<file path="config.mk">
export PLATFORM = sky130hd
export DESIGN_NAME = if_fetch_ctrl_flat
export DESIGN_NICKNAME = d
export VERILOG_FILES = /design/src/rtl/if_fetch_ctrl_pkg.sv /design/src/rtl/if_fetch_ctrl_if.sv /design/src/rtl/if_fetch_ctrl_skid.sv /design/src/rtl/if_fetch_ctrl.sv /design/src/flat_wrapper.sv
export SDC_FILE = /design/constraint.sdc
export NUM_CORES = 1
export LEC_CHECK = 0
export ABC_CLOCK_PERIOD_IN_PS = 1900
export CAP_MARGIN = 20
export CORE_UTILIZATION = 50
export CTS_BUF_LIST = sky130_fd_sc_hd__clkbuf_2 sky130_fd_sc_hd__clkbuf_4 sky130_fd_sc_hd__clkbuf_8
export DETAILED_ROUTE_END_ITERATION = 12
export PLACE_DENSITY = 0.83
export SETUP_SLACK_MARGIN = 0.3
export SYNTH_ARGS = -nofsm -noshare
export SYNTH_HDL_FRONTEND = slang
export SYNTH_SLANG_ARGS = --single-unit
</file>
<file path="constraint.sdc">
create_clock -name clk -period 1.9 [get_ports clk]
set_clock_uncertainty 0.1 [all_clocks]
set_input_delay 0.38 -clock clk [delete_from_list [all_inputs] [get_ports clk]]
set_output_delay 0.38 -clock clk [all_outputs]
set_load 0.02 [all_outputs]
</file>
<file path="src/rtl/if_fetch_ctrl_pkg.sv">
// Shared types and constants for the instruction-fetch controller.
package fetch_pkg;

  typedef enum logic [1:0] {
    IDLE  = 2'd0,
    FETCH = 2'd1,
    HOLD  = 2'd2,
    DROP  = 2'd3
  } fetch_state_e;

  localparam logic [31:0] NOP_INSTR = 32'h0000_0013;  // addi x0, x0, 0

endpackage

</file>
<file path="src/rtl/if_fetch_ctrl_if.sv">
// Instruction-memory request/ack bus between the fetch controller and imem.
interface if_fetch_ctrl_if #(
  parameter int WIDTH = 32
);
  logic             imem_req;
  logic [WIDTH-1:0] imem_addr;
  logic             imem_ack;
  logic [31:0]      imem_rdata;

  modport master (output imem_req, imem_addr, input  imem_ack, imem_rdata);
  modport slave  (input  imem_req, imem_addr, output imem_ack, imem_rdata);
endinterface

</file>
<file path="src/rtl/if_fetch_ctrl_skid.sv">
// One-entry skid buffer holding a fetched instruction while decode is stalled.
module fetch_skid
  import fetch_pkg::*;
#(
  parameter int WIDTH = 32
) (
  input  logic             clk,
  input  logic             rst,
  input  logic             push,
  input  logic             pop,
  input  logic [31:0]      wr_instr,
  input  logic [WIDTH-1:0] wr_pc,
  input  logic [WIDTH-1:0] wr_pc4,
  output logic [31:0]      instr,
  output logic [WIDTH-1:0] pc,
  output logic [WIDTH-1:0] pc4,
  output logic             full
);

  always_ff @(posedge clk) begin
    if (rst) begin
      full  <= 1'b0;
      instr <= NOP_INSTR;
      pc    <= '0;
      pc4   <= '0;
    end else if (push) begin
      full  <= 1'b1;
      instr <= wr_instr;
      pc    <= wr_pc;
      pc4   <= wr_pc4;
    end else if (pop) begin
      full  <= 1'b0;
    end
  end

endmodule

</file>
<file path="src/rtl/if_fetch_ctrl.sv">
// IF-stage fetch controller: one outstanding imem request, redirect drop, skid on stall.
// Optional FETCH_MISALIGN_CHECK_EN adds misalign_D flagging fetches with PC_D[1:0] != 0.
module if_fetch_ctrl
  import fetch_pkg::*;
#(
  parameter int WIDTH = 32
) (
  input  logic             clk,
  input  logic             rst,
  input  logic [WIDTH-1:0] PC_in,
  input  logic [WIDTH-1:0] PC_Plus4_in,
  output logic             PC_en,
  output logic             PCsrc,
  output logic [WIDTH-1:0] PC_Target,
  input  logic             redirect_valid,
  input  logic [WIDTH-1:0] redirect_target,
  if_fetch_ctrl_if.master  imem,
  input  logic             stall_D,
  output logic [31:0]      Instr_D,
  output logic [WIDTH-1:0] PC_D,
  output logic [WIDTH-1:0] PC_Plus4_D,
  output logic             valid_D
`ifdef FETCH_MISALIGN_CHECK_EN
  ,
  output logic             misalign_D
`endif
);

  fetch_state_e     state, state_nxt;
  logic             req, ld_fetch, ld_skid, skid_push, skid_pop, id_clr;
  logic [WIDTH-1:0] addr, addr_q;

  logic [31:0]      skid_instr, id_instr_nxt;
  logic [WIDTH-1:0] skid_pc, skid_pc4, id_pc_nxt, id_pc4_nxt;
  logic             skid_full, id_vld_nxt;

  fetch_skid #(.WIDTH(WIDTH)) u_skid (
    .clk      (clk),
    .rst      (rst),
    .push     (skid_push),
    .pop      (skid_pop),
    .wr_instr (imem.imem_rdata),
    .wr_pc    (PC_in),
    .wr_pc4   (PC_Plus4_in),
    .instr    (skid_instr),
    .pc       (skid_pc),
    .pc4      (skid_pc4),
    .full     (skid_full)
  );

  // Redirect always clears IF/ID; the data of an in-flight request is dropped via DROP.
  always_comb begin
    state_nxt = state;
    req       = 1'b0;
    addr      = PC_in;
    ld_fetch  = 1'b0;
    ld_skid   = 1'b0;
    skid_push = 1'b0;
    skid_pop  = 1'b0;
    id_clr    = redirect_valid;
    case (state)
      IDLE: state_nxt = FETCH;
      FETCH: begin
        req = 1'b1;
        if (redirect_valid) begin
          state_nxt = imem.imem_ack ? FETCH : DROP;
        end else if (imem.imem_ack) begin
          if (stall_D) begin
            skid_push = 1'b1;
            state_nxt = HOLD;
          end else begin
            ld_fetch = 1'b1;
          end
        end else if (!stall_D) begin
          id_clr = 1'b1;
        end
      end
      HOLD: begin
        if (redirect_valid) begin
          skid_pop  = 1'b1;
          state_nxt = FETCH;
        end else if (!stall_D) begin
          ld_skid   = 1'b1;
          skid_pop  = 1'b1;
          state_nxt = FETCH;
        end
      end
      DROP: begin
        req    = 1'b1;
        addr   = addr_q;
        id_clr = 1'b1;
        if (imem.imem_ack) state_nxt = FETCH;
      end
      default: state_nxt = IDLE;
    endcase
  end

  assign id_instr_nxt = ld_skid ? skid_instr : imem.imem_rdata;
  assign id_pc_nxt    = ld_skid ? skid_pc    : PC_in;
  assign id_pc4_nxt   = ld_skid ? skid_pc4   : PC_Plus4_in;
  assign id_vld_nxt   = ld_skid ? skid_full  : 1'b1;

  assign imem.imem_req  = !rst && req;
  assign imem.imem_addr = addr;
  assign PC_en          = !rst && (redirect_valid || (state == FETCH && imem.imem_ack));
  assign PCsrc          = !rst && redirect_valid;
  assign PC_Target      = redirect_target;

  always_ff @(posedge clk) begin
    if (rst) begin
      state      <= IDLE;
      addr_q     <= '0;
      valid_D    <= 1'b0;
      Instr_D    <= NOP_INSTR;
      PC_D       <= '0;
      PC_Plus4_D <= '0;
    end else begin
      state <= state_nxt;
      if (state == FETCH) addr_q <= PC_in;
      if (id_clr) begin
        valid_D <= 1'b0;
      end else if (ld_fetch || ld_skid) begin
        valid_D    <= id_vld_nxt;
        Instr_D    <= id_instr_nxt;
        PC_D       <= id_pc_nxt;
        PC_Plus4_D <= id_pc4_nxt;
      end
    end
  end

`ifdef FETCH_MISALIGN_CHECK_EN
  always_ff @(posedge clk) begin
    if (rst)                        misalign_D <= 1'b0;
    else if (id_clr)                misalign_D <= 1'b0;
    else if (ld_fetch || ld_skid)   misalign_D <= |id_pc_nxt[1:0];
  end
`endif

endmodule

</file>
<file path="src/flat_wrapper.sv">
// flat-port wrapper written by rule: the top's interface ports become plain ports
module if_fetch_ctrl_flat import fetch_pkg::*;
#(
  parameter int WIDTH = 32
)
  (clk, rst, PC_in, PC_Plus4_in, PC_en, PCsrc, PC_Target, redirect_valid, redirect_target, stall_D, Instr_D, PC_D, PC_Plus4_D, valid_D, imem_imem_req, imem_imem_addr, imem_imem_ack, imem_imem_rdata);
  if_fetch_ctrl_if #(.WIDTH(WIDTH)) imem_i ();
  input  logic clk;
  input  logic rst;
  input  logic [WIDTH-1:0] PC_in;
  input  logic [WIDTH-1:0] PC_Plus4_in;
  output logic PC_en;
  output logic PCsrc;
  output logic [WIDTH-1:0] PC_Target;
  input  logic redirect_valid;
  input  logic [WIDTH-1:0] redirect_target;
  input  logic stall_D;
  output logic [31:0] Instr_D;
  output logic [WIDTH-1:0] PC_D;
  output logic [WIDTH-1:0] PC_Plus4_D;
  output logic valid_D;
  output wire logic [$bits(imem_i.imem_req)-1:0] imem_imem_req;
  output wire logic [$bits(imem_i.imem_addr)-1:0] imem_imem_addr;
  input wire logic [$bits(imem_i.imem_ack)-1:0] imem_imem_ack;
  input wire logic [$bits(imem_i.imem_rdata)-1:0] imem_imem_rdata;
  assign imem_imem_req = imem_i.imem_req;
  assign imem_imem_addr = imem_i.imem_addr;
  assign imem_i.imem_ack = imem_imem_ack;
  assign imem_i.imem_rdata = imem_imem_rdata;
  if_fetch_ctrl #(.WIDTH(WIDTH)) u_core (.clk(clk), .rst(rst), .PC_in(PC_in), .PC_Plus4_in(PC_Plus4_in), .PC_en(PC_en), .PCsrc(PCsrc), .PC_Target(PC_Target), .redirect_valid(redirect_valid), .redirect_target(redirect_target), .imem(imem_i), .stall_D(stall_D), .Instr_D(Instr_D), .PC_D(PC_D), .PC_Plus4_D(PC_Plus4_D), .valid_D(valid_D));
endmodule
</file>
### After elaboration in Yosys (flattened, before gate mapping)

Index checks and enable logic that the tools add are counted.

* register bits: 228
* input bits: 133

* equality and inequality tests: 7
* multiplexer cells: 31
* bitwise operators: 1
* reductions and logical operators: 13

Operators with widths (count)
* 32-bit 2-to-1 mux: 4
* 1-bit 2-to-1 mux: 18
* 2-bit 2-to-1 mux: 7
* 3-bit != test (second input constant): 3
* 2-bit one-hot mux with 4 select lines: 1
* 2-bit equality test (second input constant): 2
* 1-bit logical AND: 4
* 4-bit AND reduction: 1
* 2-bit OR reduction: 2
* 2-bit by 1-bit equality test with 1-bit output (second input constant): 1
* 2-bit zero test: 1
* 1-bit logical OR: 2
* 2-bit != test (second input constant): 1
* 1-bit one-hot mux with 2 select lines: 1
* 2-bit AND reduction: 1
* 2-bit nonzero test: 1
* 1-bit zero test: 1
* 1-bit NOT: 1

### Longest topological paths before layout

* depth after elaboration: 6
* gate-level depth with buffers: 6
* gate-level depth less buffers: 3

### Modules after synthesis

Synthesis repeated with hierarchy kept, for this count alone.

* cells, all modules: 1108
* area, all modules: 10607.7 µm²

Modules (own cells, without submodules)
* if_fetch_ctrl: times used 1, cells an instance 794, area an instance 7165.6 µm²
* fetch_skid: times used 1, cells an instance 314, area an instance 3442.1 µm²

### Worst setup path after synthesis

OpenSTA, ideal clock, no wires.

* path type: input -> output
* start: input port redirect_valid
* end: output port PCsrc
* data arrival time: 1.488 ns
* slack: -0.068 ns
* stages: 4
* path buffers: 3
* cells stage by stage: clkbuf_1 > buf_2 > buf_1 > nor2b_1

* word-level cells in the longest chain between the ends: 1

Ends and longest elaborated chain
* start, declared: line flat_wrapper.sv:15 `input logic redirect_valid;`
* 1-bit logical AND: line if_fetch_ctrl.sv:106 `assign PCsrc = !rst && redirect_valid;`
* end, declared: line flat_wrapper.sv:13 `output logic PCsrc;`

No other way between the ends.

### Final worst setup path

* start: register u_core.state[0]
* end: output port imem_imem_addr[25]

* word-level cells in the longest chain between the ends: 2

Ends and longest elaborated chain
* start, declared: line if_fetch_ctrl.sv:29 `fetch_state_e state, state_nxt;`
* start signal, assigned: line if_fetch_ctrl.sv:118 `state <= state_nxt;`
* 2-bit equality test: line if_fetch_ctrl.sv:61 `case (state)`
* 32-bit 2-to-1 mux: line if_fetch_ctrl.sv:61
* end, declared: line flat_wrapper.sv:23 `output wire logic [$bits(imem_i.imem_addr)-1:0] imem_imem_addr;`

No other way between the ends.

==> summary.md <==
| Metric | Value |
|---|---|
| Area of the die | approximately 22000 um^2 |
| Synth area leader | dfxtp_1 |
| Most frequent cell after synthesis | dfxtp_1 |
| Pre-CTS setup slack | -396 ps |
| Largest family of logic cells by synthesized area | compound AO/OA/AOI/OAI gates |
| Longest Clk Path Bufs | 3 |
| Total CTS buffers | 38 |
| Tmin final | 2200 ps |
| Relative slew slack | 0.368 |
| Vias in the first global route | approximately 11k |
| Via total after detailed routing | approximately 11k |
| Mux cell area share after synthesis | 0.120 |
| Synth top area share | 0.422 |
| Drt first-iter violations | just over 1k |
| Antenna viol nets, final | 0 |
| Fmax | roughly 450 MHz |
| Global Route Usage Sum | 0.318 |
| Vias/cell | roughly 6.4 |
| CTS H-tree lvls | 2 |
| Net Count, Synth | 1369 |
| Drt pass-1 iters | 5 |
| Unique masters post-synth | 32 |
| Setup TNS Final | -10130 ps |
| Hold Crit Class | in -> reg |
| Die Height | about 150 um |
| First-pass GRT wire length | ~57000 um |
| Final Cycle Share | 1.16 |
| Synth area leaders | dfxtp_1, a21oi_1, mux2i_1, o311ai_0, o21bai_1 |
| Largest net degree at the start of global routing | 80 |
| Final hold viol count | 0 |
| Crit path max fanout | 7 |
| Initial antenna violation count | 3 |
| Worst-Margin Slew | approximately 950 ps |
| CTS tree | built |
| Synth Warn # | 0 |
| Area Growth Syn to Fin | 40.6% |
| Commonest cells in the netlist | dfxtp_1, a21oi_1, nand3_1 |
| Post-synth EDFFs | 0 |
| Async SR Flop Fraction | 0 |
| Core footprint | about 21000 um^2 |
| RSZ-0062 raised after global routing | true |
| Critical path required time | 1420 ps |
| Met3 wire len | 3230 um |
| Met1 Routed Length | 14800 um |
| TritonCTS Sinks | between 200 and 250 |
| Die Span X | approximately 150 um |
| Grt ovf | 0 |
| Root Driver | clkbuf_8 |
| Row Count | 53 |
| Post-synthesis compound-gate area fraction | 0.297 |
| Syn Inst Count | between 1k and 1.5k |
| Max-slew violation count | 0 |
| IR drop worst, VDD | around 0.59 mV |
| Net count, final | ~1.6k |
| Post-route design area | between 15000 and 20000 um^2 |
| Power per cell area | 752 nW/um^2 |
| Post-synthesis simple-gate area fraction | 0.0819 |
| Worst EP arrival | around 1700 ps |
| CP endpoint kind | output pin |
| WL final | between 30000 and 40000 um |
| Starting Density | 0.513 |
| Final RePlAce weighted congestion | 0.814 |
| Final setup fails | 77 |
| Met2 Wirelength | ~18000 um |
| Fraction of layout cells with a size suffix above 1 | 0.279 |
| Static Leak | 6.57 nW |
| Filler cells | ~1.5k |
| Routed len/inst | 21.6 um |
| Placed cell areas | between 10000 and 15000 um^2 |
| Crit start category | register |
| Xor and xnor area share after synthesis | 0 |
| Seq/Total Area, Yosys | 0.422 |
| Final setup margin | -304 ps |
| Port-buffer cells | ~230 |
| HPWL after DPL | ~20000 um |
| Drc violations | 0 |
| Top FF cell, synth | dfxtp_1 |
| Run status | complete, but fails checks |
| # hold bufs at CTS | 0 |
| IO Count | roughly 300 |
| MaxCap Viol Count | 0 |
| Clock transition at the registers of the reported paths | approximately 60 ps |
| Max Used Layer | met5 |
| Setup CP Type | reg -> out |
| Post-Syn Area per Cell | roughly 9 um^2 |
| Synth Register Bits | approximately 230 |
| Synthesized area | roughly 11000 um^2 |
| Failing checks | negative setup slack |
| Post-Synth Adder-Cell Area | 0 |
| Worst-Skew Late Latency | 520 ps |
## worst max-delay path, cell delays in order, from the launching register on
cell	delay (ps)
dfxtp_4	380
nand2_8	110
buf_12	150
buf_16	130
mux2_4	300
buf_6	130
## cell families (layout without fill, tap and decap cells)
logic type,Yosys count,after routing
buffers and inverters,178,413
muxes,126,126
AOI/OAI and AO/OA,517,517
other,0,1
DFF,228,228
and+or+nand+nor,187,189
## where the power goes
| group | internal [mW] | switching (mW) |
|---|---|---|
| clock network | 2.51 | 1.93 |
| logic | 0.885 | 1.08 |
| registers | 4.93 | 0.104 |
## state kept, by name, indices dropped and copies added (netlist names)
signal	cells
u_core.state	2
u_core.u_skid.full	1
u_core.PC_D	32
u_core.Instr_D	32
u_core.u_skid.pc4	32
u_core.u_skid.instr	32
u_core.addr_q	32
u_core.PC_Plus4_D	32
u_core.valid_D	1
u_core.u_skid.pc	32
## path summary, 6_finish.rpt
path	from	to	slack (ps)	depth (start not counted)
setup / recovery	u_core.state[0]	imem_imem_addr[25]	-300	5
hold / removal	rst	u_core.u_skid.pc4[28]	270	3
setup reg to reg	u_core.state[0]	u_core.PC_D[12]	-130	6
hold reg to reg	u_core.addr_q[6]	u_core.addr_q[6]	350	2
## through the flow
stage                util  instances  hold slack (ps)  power (mW)
CTS                 0.702       1739              227        11.3
global route        0.721       1749              256        11.8
detailed placement  0.650       1652              347        6.85
finish              0.721       1749              266        11.4
floorplan               -       1236              334        6.11
global placement    0.650       1652              342        6.81
## layer usage
layer  track usage  vias up
met5             0        -
met4         0.140        4
met3        0.0520      134
met2         0.531      672
met1         0.403     5382
li1              -     4997
## layout make-up
type,count,area (um^2),area share
clock buffer,60,757,0.0498
timing repair buffer,347,3570,0.235
inverter,3,11.3,0.000740
tap,275,344,0.0226
sequential,228,4570,0.301
antenna,1,2.50,0.000164
multi-input combinational,832,5940,0.390
clock inverter,3,15.0,0.000987
## cell usage in the layout (no fill, tap or decap), types with 38 or more instances in the layout
master / Yosys / routed
dfxtp_1: 228 / 225
a21oi_1: 219 / 214
nand3_1: 99 / 99
clkdlybuf4s50_1: 0 / 97
buf_2: 31 / 96
o21bai_1: 95 / 95
mux2i_1: 93 / 86
nand2_1: 65 / 63
buf_4: 32 / 58
clkbuf_8: 0 / 49
o21ai_1: 25 / 46
o311ai_0: 93 / 43
o21ai_0: 74 / 39
buf_6: 4 / 38
## repair_timing
action / in CTS / in global routing
hold endpoints to repair: 0 / 0
pin swaps: 3 / 9
cloned: 17 / 6
resized for setup: 703 / 79
endpoints found under the setup margin: 353 / 275
setup buffers: 7 / 3
(Power assumes the default switching activity.)
